$ cat src/rtl/ac97_pkg.sv
// rtl/ac97_pkg.sv - AC97 frame constants, tag bit indices and output-frame builder
package ac97_pkg;

    localparam int C_SLOT_BITS  = 20;
    localparam int C_TAG_BITS   = 16;
    localparam int C_FRAME_BITS = 256;
    localparam int C_SYNC_BITS  = 16;

    localparam int TAG_VALID    = 15;
    localparam int TAG_CMD_ADDR = 14;
    localparam int TAG_CMD_DATA = 13;
    localparam int TAG_PCM_L    = 12;
    localparam int TAG_PCM_R    = 11;

    // Slot 0 tag, slots 1-4, then eight always-zero slots; reads carry no slot 2 data.
    function automatic logic [C_FRAME_BITS-1:0] build_frame(
        input logic                   pcm_take,
        input logic [C_SLOT_BITS-1:0] pcm_l,
        input logic [C_SLOT_BITS-1:0] pcm_r,
        input logic                   cmd_take,
        input logic                   cmd_rd,
        input logic [6:0]             cmd_addr,
        input logic [15:0]            cmd_data
    );
        logic [C_TAG_BITS-1:0]  tag;
        logic [C_SLOT_BITS-1:0] s1, s2, s3, s4;
        tag               = '0;
        tag[TAG_VALID]    = pcm_take | cmd_take;
        tag[TAG_CMD_ADDR] = cmd_take;
        tag[TAG_CMD_DATA] = cmd_take & ~cmd_rd;
        tag[TAG_PCM_L]    = pcm_take;
        tag[TAG_PCM_R]    = pcm_take;
        s1 = cmd_take ? {cmd_rd, cmd_addr, 12'h000} : '0;
        s2 = (cmd_take && !cmd_rd) ? {cmd_data, 4'h0} : '0;
        s3 = pcm_take ? pcm_l : '0;
        s4 = pcm_take ? pcm_r : '0;
        return {tag, s1, s2, s3, s4, {(8*C_SLOT_BITS){1'b0}}};
    endfunction

endpackage

$ cat src/rtl/ac97_bitclk_sync.sv
// rtl/ac97_bitclk_sync.sv - BIT_CLK two-flop synchroniser and rising-edge tick generator
module ac97_bitclk_sync (
    input  logic Sys_clk,
    input  logic Ac97_rst_n,
    input  logic Ac97_bitclk,
    output logic Bit_tick
);

    logic meta_q;
    logic sync_q;
    logic prev_q;

    // Left unreset so they keep tracking BIT_CLK through a reset and never fake an edge on release.
    always_ff @(posedge Sys_clk) begin
        meta_q <= Ac97_bitclk;
        sync_q <= meta_q;
        prev_q <= sync_q;
    end

    assign Bit_tick = sync_q & ~prev_q & Ac97_rst_n;

endmodule

$ cat src/rtl/ac97_frame_out.sv
// rtl/ac97_frame_out.sv - AC97 output frame serialiser (PCM slots 3/4, command slots 1/2 when AC97_CMD_EN)
module ac97_frame_out #(
    parameter int C_PCM_WIDTH = 32,
    parameter int C_SLOT_BITS = 20
) (
    input  logic                   Sys_clk,
    input  logic                   Ac97_rst_n,
    input  logic                   Ac97_bitclk,
    input  logic [C_PCM_WIDTH-1:0] Pcm_l,
    input  logic [C_PCM_WIDTH-1:0] Pcm_r,
    input  logic                   Pcm_valid,
    output logic                   Pcm_ready,
    input  logic                   Cmd_valid,
    input  logic                   Cmd_rd,
    input  logic [6:0]             Cmd_addr,
    input  logic [15:0]            Cmd_data,
    output logic                   Cmd_ready,
    output logic                   Ac97_sync,
    output logic                   Ac97_sdata,
    output logic                   Frame_ce,
    output logic                   Underrun
);

    import ac97_pkg::*;

    logic                    bit_tick;
    logic                    frame_start;
    logic [7:0]              bit_cnt_q, bit_cnt_d;
    logic [C_FRAME_BITS-1:0] shift_q, shift_d;
    logic                    sync_q, sync_d;
    logic                    pcm_ready_q, pcm_ready_d;
    logic                    cmd_ready_q, cmd_ready_d;
    logic                    frame_ce_q, frame_ce_d;
    logic                    underrun_q, underrun_d;

    logic                    cmd_take;
    logic                    cmd_rd;
    logic [6:0]              cmd_addr;
    logic [15:0]             cmd_data;
    logic                    pcm_unused;

    ac97_bitclk_sync u_bitclk_sync (
        .Sys_clk     (Sys_clk),
        .Ac97_rst_n  (Ac97_rst_n),
        .Ac97_bitclk (Ac97_bitclk),
        .Bit_tick    (bit_tick)
    );

`ifdef AC97_CMD_EN
    assign cmd_take = Cmd_valid;
    assign cmd_rd   = Cmd_rd;
    assign cmd_addr = Cmd_addr;
    assign cmd_data = Cmd_data;
`else
    logic cmd_unused;
    assign cmd_unused = ^{Cmd_valid, Cmd_rd, Cmd_addr, Cmd_data};
    assign cmd_take   = 1'b0;
    assign cmd_rd     = 1'b0;
    assign cmd_addr   = '0;
    assign cmd_data   = '0;
`endif

    assign pcm_unused  = ^{Pcm_l[C_PCM_WIDTH-C_SLOT_BITS-1:0], Pcm_r[C_PCM_WIDTH-C_SLOT_BITS-1:0]};
    assign frame_start = bit_tick && (bit_cnt_q == 8'hFF);

    always_comb begin
        bit_cnt_d   = bit_cnt_q;
        shift_d     = shift_q;
        sync_d      = sync_q;
        pcm_ready_d = 1'b0;
        cmd_ready_d = 1'b0;
        frame_ce_d  = 1'b0;
        underrun_d  = 1'b0;
        if (bit_tick) begin
            bit_cnt_d = bit_cnt_q + 8'd1;
            sync_d    = (bit_cnt_d < 8'(C_SYNC_BITS));
            if (frame_start) begin
                shift_d = build_frame(Pcm_valid,
                                      Pcm_l[C_PCM_WIDTH-1 -: C_SLOT_BITS],
                                      Pcm_r[C_PCM_WIDTH-1 -: C_SLOT_BITS],
                                      cmd_take, cmd_rd, cmd_addr, cmd_data);
                pcm_ready_d = Pcm_valid;
                cmd_ready_d = cmd_take;
                frame_ce_d  = 1'b1;
                underrun_d  = ~Pcm_valid;
            end else begin
                shift_d = {shift_q[C_FRAME_BITS-2:0], 1'b0};
            end
        end
    end

    // Counter parks at 255 so the first tick after reset opens a fresh frame.
    always_ff @(posedge Sys_clk) begin
        if (!Ac97_rst_n) begin
            bit_cnt_q   <= 8'hFF;
            shift_q     <= '0;
            sync_q      <= 1'b0;
            pcm_ready_q <= 1'b0;
            cmd_ready_q <= 1'b0;
            frame_ce_q  <= 1'b0;
            underrun_q  <= 1'b0;
        end else begin
            bit_cnt_q   <= bit_cnt_d;
            shift_q     <= shift_d;
            sync_q      <= sync_d;
            pcm_ready_q <= pcm_ready_d;
            cmd_ready_q <= cmd_ready_d;
            frame_ce_q  <= frame_ce_d;
            underrun_q  <= underrun_d;
        end
    end

    assign Ac97_sync  = sync_q;
    assign Ac97_sdata = shift_q[C_FRAME_BITS-1];
    assign Pcm_ready  = pcm_ready_q;
    assign Cmd_ready  = cmd_ready_q;
    assign Frame_ce   = frame_ce_q;
    assign Underrun   = underrun_q;

endmodule

$ cat config.mk
export PLATFORM = sky130hd
export DESIGN_NAME = ac97_frame_out
export DESIGN_NICKNAME = d
export VERILOG_FILES = /design/src/rtl/ac97_pkg.sv /design/src/rtl/ac97_bitclk_sync.sv /design/src/rtl/ac97_frame_out.sv
export SDC_FILE = /design/constraint.sdc
export NUM_CORES = 1
export LEC_CHECK = 0
export ABC_AREA = 1
export CAP_MARGIN = 15
export CORE_MARGIN = 10
export CORE_UTILIZATION = 45
export CTS_CLUSTER_SIZE = 20
export DETAILED_ROUTE_END_ITERATION = 8
export GPL_TIMING_DRIVEN = 0
export PLACE_DENSITY_LB_ADDON = 0.25
export SLEW_MARGIN = 25
export SYNTH_ARGS = -nofsm -noshare
export SYNTH_HDL_FRONTEND = slang
export SYNTH_HIERARCHICAL = 1
export SYNTH_SLANG_ARGS = --single-unit
$ cat constraint.sdc
create_clock -name Sys_clk -period 2.8 [get_ports Sys_clk]
set_input_delay 0.28 -clock Sys_clk [delete_from_list [all_inputs] [get_ports Sys_clk]]
set_output_delay 0.28 -clock Sys_clk [all_outputs]
set_load 0.05 [all_outputs]
After elaboration in Yosys (flattened, before gate mapping)
Index checks and enable logic that the tools add are counted.
{"block": "word_totals", "register_bits": 271, "inputBits": 93, "output_inout_bits": 6, "wordCells": 23}
{"block": "op_classes", "add_sub_neg": 1, "magnitude_cmp": 1, "eq_ne": 1, "muxes": 4, "n_bitwise": 4, "n_reduce_logical": 3}
{"operator": "$mux 256", "count": 1}
{"operator": "$mux 20", "count": 2}
{"operator": "$add 8x1->8 const B", "count": 1}
{"operator": "$eq 8x8->1 const B", "count": 1}
{"operator": "$lt 8x5->1 const B", "count": 1}
{"operator": "$reduce_and 3->1", "count": 1}
{"operator": "$and 1x1->1", "count": 2}
{"operator": "$not 1->1", "count": 2}
{"operator": "$reduce_and 2->1", "count": 1}
{"operator": "$logic_and 1x1->1", "count": 1}
{"operator": "$mux 1", "count": 1}

Logic depth before layout (Yosys ltp)
{"block": "depth", "word_depth": 5, "depth_mapped": 9}

Modules after synthesis
Netlist, hierarchy kept.
{"module": "ac97_frame_out", "instances": 1, "cells_per_inst": 560, "area_each_um2": 4342.9, "seq_area_each_um2": 2162.1}
{"module": "ac97_bitclk_sync", "instances": 1, "cells_per_inst": 5, "area_each_um2": 70.1, "seq_area_each_um2": 60.1}

Worst setup path after synthesis
OpenSTA, ideal clock, no wires.
{"block": "synth_timing", "path_type": "register to register", "startpoint": "register u_bitclk_sync.sync_q", "endpoint": "register shift_q[201]", "setup_ps": 118, "t_arrival_ps": 1512, "required_ps": 2682, "path_slack_ps": 1169, "stages_incl_launch_ff": 10, "path_buffers": 2, "path_cell_list": "dfxtp_1 > nand2_1 > nor2_2 > inv_2 > buf_2 > nor3_4 > nand2_1 > inv_2 > buf_2 > nor3_1"}
{"block": "synth_via", "elab_chain_len": 4}
{"item": "from (decl)", "line_no": "ac97_bitclk_sync.sv:10", "source": "logic sync_q;"}
{"item": "from (signal assigned)", "line_no": "ac97_bitclk_sync.sv:16", "source": "sync_q <= meta_q;"}
{"item": "$and 1x1->1 * (2 in a row)", "line_no": "ac97_bitclk_sync.sv:20", "source": "assign Bit_tick = sync_q & ~prev_q & Ac97_rst_n;"}
{"item": "via bit_tick", "line_no": "ac97_frame_out.sv:26", "source": "logic bit_tick;"}
{"item": "$logic_and 1x1->1", "line_no": "ac97_frame_out.sv:64", "source": "assign frame_start = bit_tick && (bit_cnt_q == 8'hFF);"}
{"item": "$mux 256", "line_no": "ac97_frame_out.sv:77", "source": "if (frame_start) begin"}
{"item": "to (signal assigned)", "line_no": "ac97_frame_out.sv:104", "source": "shift_q <= shift_d;"}
{"item": "to (decl)", "line_no": "ac97_frame_out.sv:29", "source": "logic [C_FRAME_BITS-1:0] shift_q, shift_d;"}
The timed path passes the listed nets; every way through them passes the cells marked *.
A chain may end at the register's enable or synchronous reset.

Final worst setup path
{"block": "layout_timing", "startpoint": "input port Ac97_rst_n", "endpoint": "register shift_q[190]"}
{"block": "layout_via", "elab_chain_len": 3}
{"item": "from (decl)", "line_no": "ac97_frame_out.sv:7", "source": "input logic Ac97_rst_n,"}
{"item": "$and 1x1->1 *", "line_no": "ac97_bitclk_sync.sv:20"}
{"item": "via bit_tick", "line_no": "ac97_frame_out.sv:26"}
{"item": "$logic_and 1x1->1", "line_no": "ac97_frame_out.sv:64"}
{"item": "$mux 256", "line_no": "ac97_frame_out.sv:77"}
Marks and branches as above.

==> reports/qor_table.md <==
| Parameter | Reported |
|:---|:---|
| Post-synthesis adder-cell area fraction | 0.284% |
| Dominant combinational cell family by area after synthesis | compound AO/OA/AOI/OAI gates |
| Final Skew | 0.0156 ns |
| TritonCTS clock tree | yes |
| Hold Violations, Final | 0 |
| Post-layout min period | 2.43 ns |
| # setup viols final | 0 |
| Complex-gate fraction of the synthesized area | 21.7% |
| Final HPWL from detailed placement | 7.26 mm |
| Number of instances in the placed design | 745 |
| Fraction of synthesized area in multiplexers | 0% |
| Library cells used by synthesis | 24 |
| Area of placed instances | 5050 um^2 |
| Layout overhead on the synthesized area | 18.5% |
| Simple-gate area share of the yosys netlist | 21.2% |
| RePlAce Congestion | 0.803 |
| Die Outline Area | 14200 um^2 |
| Kind of cell with the highest combined delay on the critical path | buffers and inverters |
| Pin count of the biggest net entering global routing | 20 |
| Most common library cell in the layout ignoring fill and taps | o21ai_0 |
| Vias per inst | 5.42 |
| Number of cells in the finished layout apart from fillers | 761 |
| Peak Freq | 412 MHz |
| Maximum root-to-sink buffer count | 2 |
| Mapped Area | 4410 um^2 |
| Via count | 4121 |
| Worst-path cell with the longest stage delay | clkdlybuf4s50_1 |
| Synthesized-area fraction occupied by xor and xnor cells | 0% |
| Top library cells by usage in the layout, fill and taps aside | o21ai_0 (139), dfxtp_1 (111), nor2_1 (65) |
| Iteration count of the initial detailed-routing pass | 5 |
| Result of the run | completed |
| Final design instance area without fill | 5230 um^2 |
| Clock transition time at the flip-flop clock pins of the worst setup and hold paths | 0.10 ns |
| Static power due to leakage | 1.98 nW |
| Worst R2R Start | u_bitclk_sync/sync_q$_DFF_P_ |
| Diodes inserted | 0 |
| Data required, critical path | 3.06 ns |
| Cell depth of the worst hold path | 3 |
| Worst reg-to-reg setup slack | 0.51 ns |
| DRC marker count from the first detailed-route iteration | 420 |
| Least-Margin Pin Slew | 0.535 ns |
| Depth of the most critical reg-to-reg path | 9 |
| Vias in the first global route | 3671 |
| Critical Setup Path Class | in -> reg |
| Number of max-capacitance violations reported | 0 |
| Post-cts sizing count | 0 |
| Path category of the worst min-delay check | in -> reg |
| Average instance area after synthesis | 7.81 um^2 |
| Die width | 119 um |
| CP arrival | 2.69 ns |
| Number of filler cells placed in the layout | 948 |
| Share of layout cells above drive strength 1 | 4.94% |
| Clock Latency Late Sink | 0.37 ns |
| Capture instance of the worst register-to-register path | shift_q[190]$_SDFFE_PN0P_ |
| Post-Synthesis Cells | 565 |
| Critical Path Max Stage Delay | 0.56 ns |
| Number of clock sinks | 111 |
| Final worst path period share | 86.7% |
| Post-CTS Hold Fix Bufs | 0 |
| Worst setup SP type | primary input |
| Most numerous cell on the critical path | nand2_1 |
| Count of pins on the block boundary | 99 |
| Slack of the critical path | 0.372 ns |
| Quantity of I/O buffers inserted on ports | 47 |
| Vertical extent of the die | 119 um |
| Setup crit end kind | flip-flop |
| Core area | 9680 um^2 |
| Global Route Usage Sum | 14.4% |
| Count of nets after finishing | 717 |
| Min-Delay Endpoint | Pcm_ready$_SDFF_PN0_ |
| Relative slew slack | 64.3% |
| Syn Nets | 659 |
| Site row count | 36 |
| Power per standard cell area | 568 nW/um^2 |
| Antenna Nets Post-Route | 0 |
| Total congestion overflow | 0 |
| Cell chosen for the clock root | clkbuf_8 |
| Worst setup timing slack at the placement stage | -0.0430 ns |
| Buffer count from post-CTS setup fixing | 0 |
| Largest vdd supply drop | 0.000353 V |
| Worst Path Buf+Inv | 4 |
| Crit-path max FO | 10 |
| First-pass GRT wire length | 17.4 mm |
| Starting density of the core | 45.6% |
| Number of slew-limit violations in the final report | 0 |
| Initial antenna violation count | 0 |
| Synth warn | 6 |
| Critical-path cell list | clkdlybuf4s50_1 -> nand2_1 -> nor2_2 -> inv_2 -> buf_2 -> nor3_4 -> nand2_1 -> clkbuf_1 -> o21ai_0 -> a21oi_1 |
| CTS HTree Levels | 3 |
| Number of buffers created by CTS | 9 |
| Final total negative setup slack | 0 ns |
| RSZ-0062 raised after global routing | false |
| Start point of the worst hold path | Pcm_valid |
| Sum of routed wire length over all layers | 10.6 mm |
| Drc violations | 0 |
| Routed length per placed instance | 14.0 um |
| Flop and latch count out of synthesis | 111 |
| Sequential cell area fraction in the yosys report | 50.4% |
[worst max-delay path by stage]
stage / to / slack [ns] / start / cells past startpoint
global placement: shift_q[190]$_SDFFE_PN0P_ / -0.03 / Ac97_rst_n / 10
global route: shift_q[190]$_SDFFE_PN0P_ / 0.19 / Ac97_rst_n / 10
floorplan: shift_q[201]$_SDFFE_PN0P_ / 1.17 / u_bitclk_sync/sync_q$_DFF_P_ / 9
detailed placement: shift_q[190]$_SDFFE_PN0P_ / -0.04 / Ac97_rst_n / 10
finish: shift_q[190]$_SDFFE_PN0P_ / 0.37 / Ac97_rst_n / 10
CTS: shift_q[190]$_SDFFE_PN0P_ / 0.34 / Ac97_rst_n / 10
[registers in the layout (all words and copies together), names as in the netlist]
name,flops
bit_cnt_q,8
Frame_ce,1
shift_q,96
Pcm_ready,1
u_bitclk_sync/meta_q,1
Ac97_sync,1
Underrun,1
u_bitclk_sync/sync_q,1
u_bitclk_sync/prev_q,1
[worst register-to-register path: stages (launching register included)]
cell and delay, ns:
dfxtp_1 0.35, nand2_1 0.06, nor2_2 0.27, inv_2 0.09, buf_2 0.22, nor3_4 0.36
nand2_1 0.24, clkbuf_1 0.28, o21ai_0 0.19, a21oi_1 0.10
[cells by family after synthesis]
family	after synthesis
simple gates	196
fa+ha+maj	1
compound gates	188
other cells	1
flops	111
buf+inv	68
[routing by layer]
metal  vias up  track usage (%)  share of wire, %
met5         -                0                 0
met4         0             4.50               1.3
met3        11             3.87               4.6
met2       100             22.3                45
met1      1910             19.0                49
li1       2100                -                 -
[per-stage QoR]
step           power [mW]  utilization [%]  hold slack, ns
2_1_floorplan        1.97                -           0.308
3_5_place_dp         2.11             52.1           0.329
6_report             2.97             54.0           0.324
3_3_place_gp         2.09             52.1           0.321
4_1_cts              2.99             54.0           0.321
5_1_grt              3.11             54.0           0.316
[synthesized netlist by cell type]
master | count | share of area (%)
a21boi_0 | 2 | 0.34
a21o_1 | 1 | 0.17
a21oi_1 | 43 | 4.9
buf_1 | 1 | 0.085
buf_2 | 6 | 0.68
buf_4 | 5 | 0.85
clkbuf_1 | 44 | 3.7
clkinv_1 | 1 | 0.085
conb_1 | 1 | 0.085
dfxtp_1 | 111 | 50
ha_1 | 1 | 0.28
inv_1 | 9 | 0.77
inv_2 | 2 | 0.17
nand2_1 | 22 | 1.9
nand3_1 | 13 | 1.5
nand3b_1 | 1 | 0.17
nand4_1 | 40 | 5.7
nor2_1 | 65 | 5.5
nor2_2 | 1 | 0.14
nor3_1 | 53 | 6.0
nor3_4 | 1 | 0.37
o211ai_1 | 2 | 0.34
o21ai_0 | 139 | 16
o21bai_1 | 1 | 0.17
[where the power goes]
group          internal, mW  switching [mW]  total [mW]
Combinational         0.150           0.230       0.380
Clock                 0.333           0.565       0.898
Sequential             1.66          0.0369        1.69
[final cells by class]
cell class / instances / area (um^2) / share of cell area (%)
Inverter: 12 / 45.0 / 0.861
Multi-Input combinational cell: 386 / 1910 / 36.5
Timing Repair Buffer: 47 / 470 / 9.00
Clock inverter: 7 / 56.3 / 1.08
Clock buffer: 9 / 124 / 2.37
Buffer: 56 / 236 / 4.52
Sequential cell: 111 / 2220 / 42.5
Tap cell: 133 / 166 / 3.18
(Power assumes the default switching activity.)
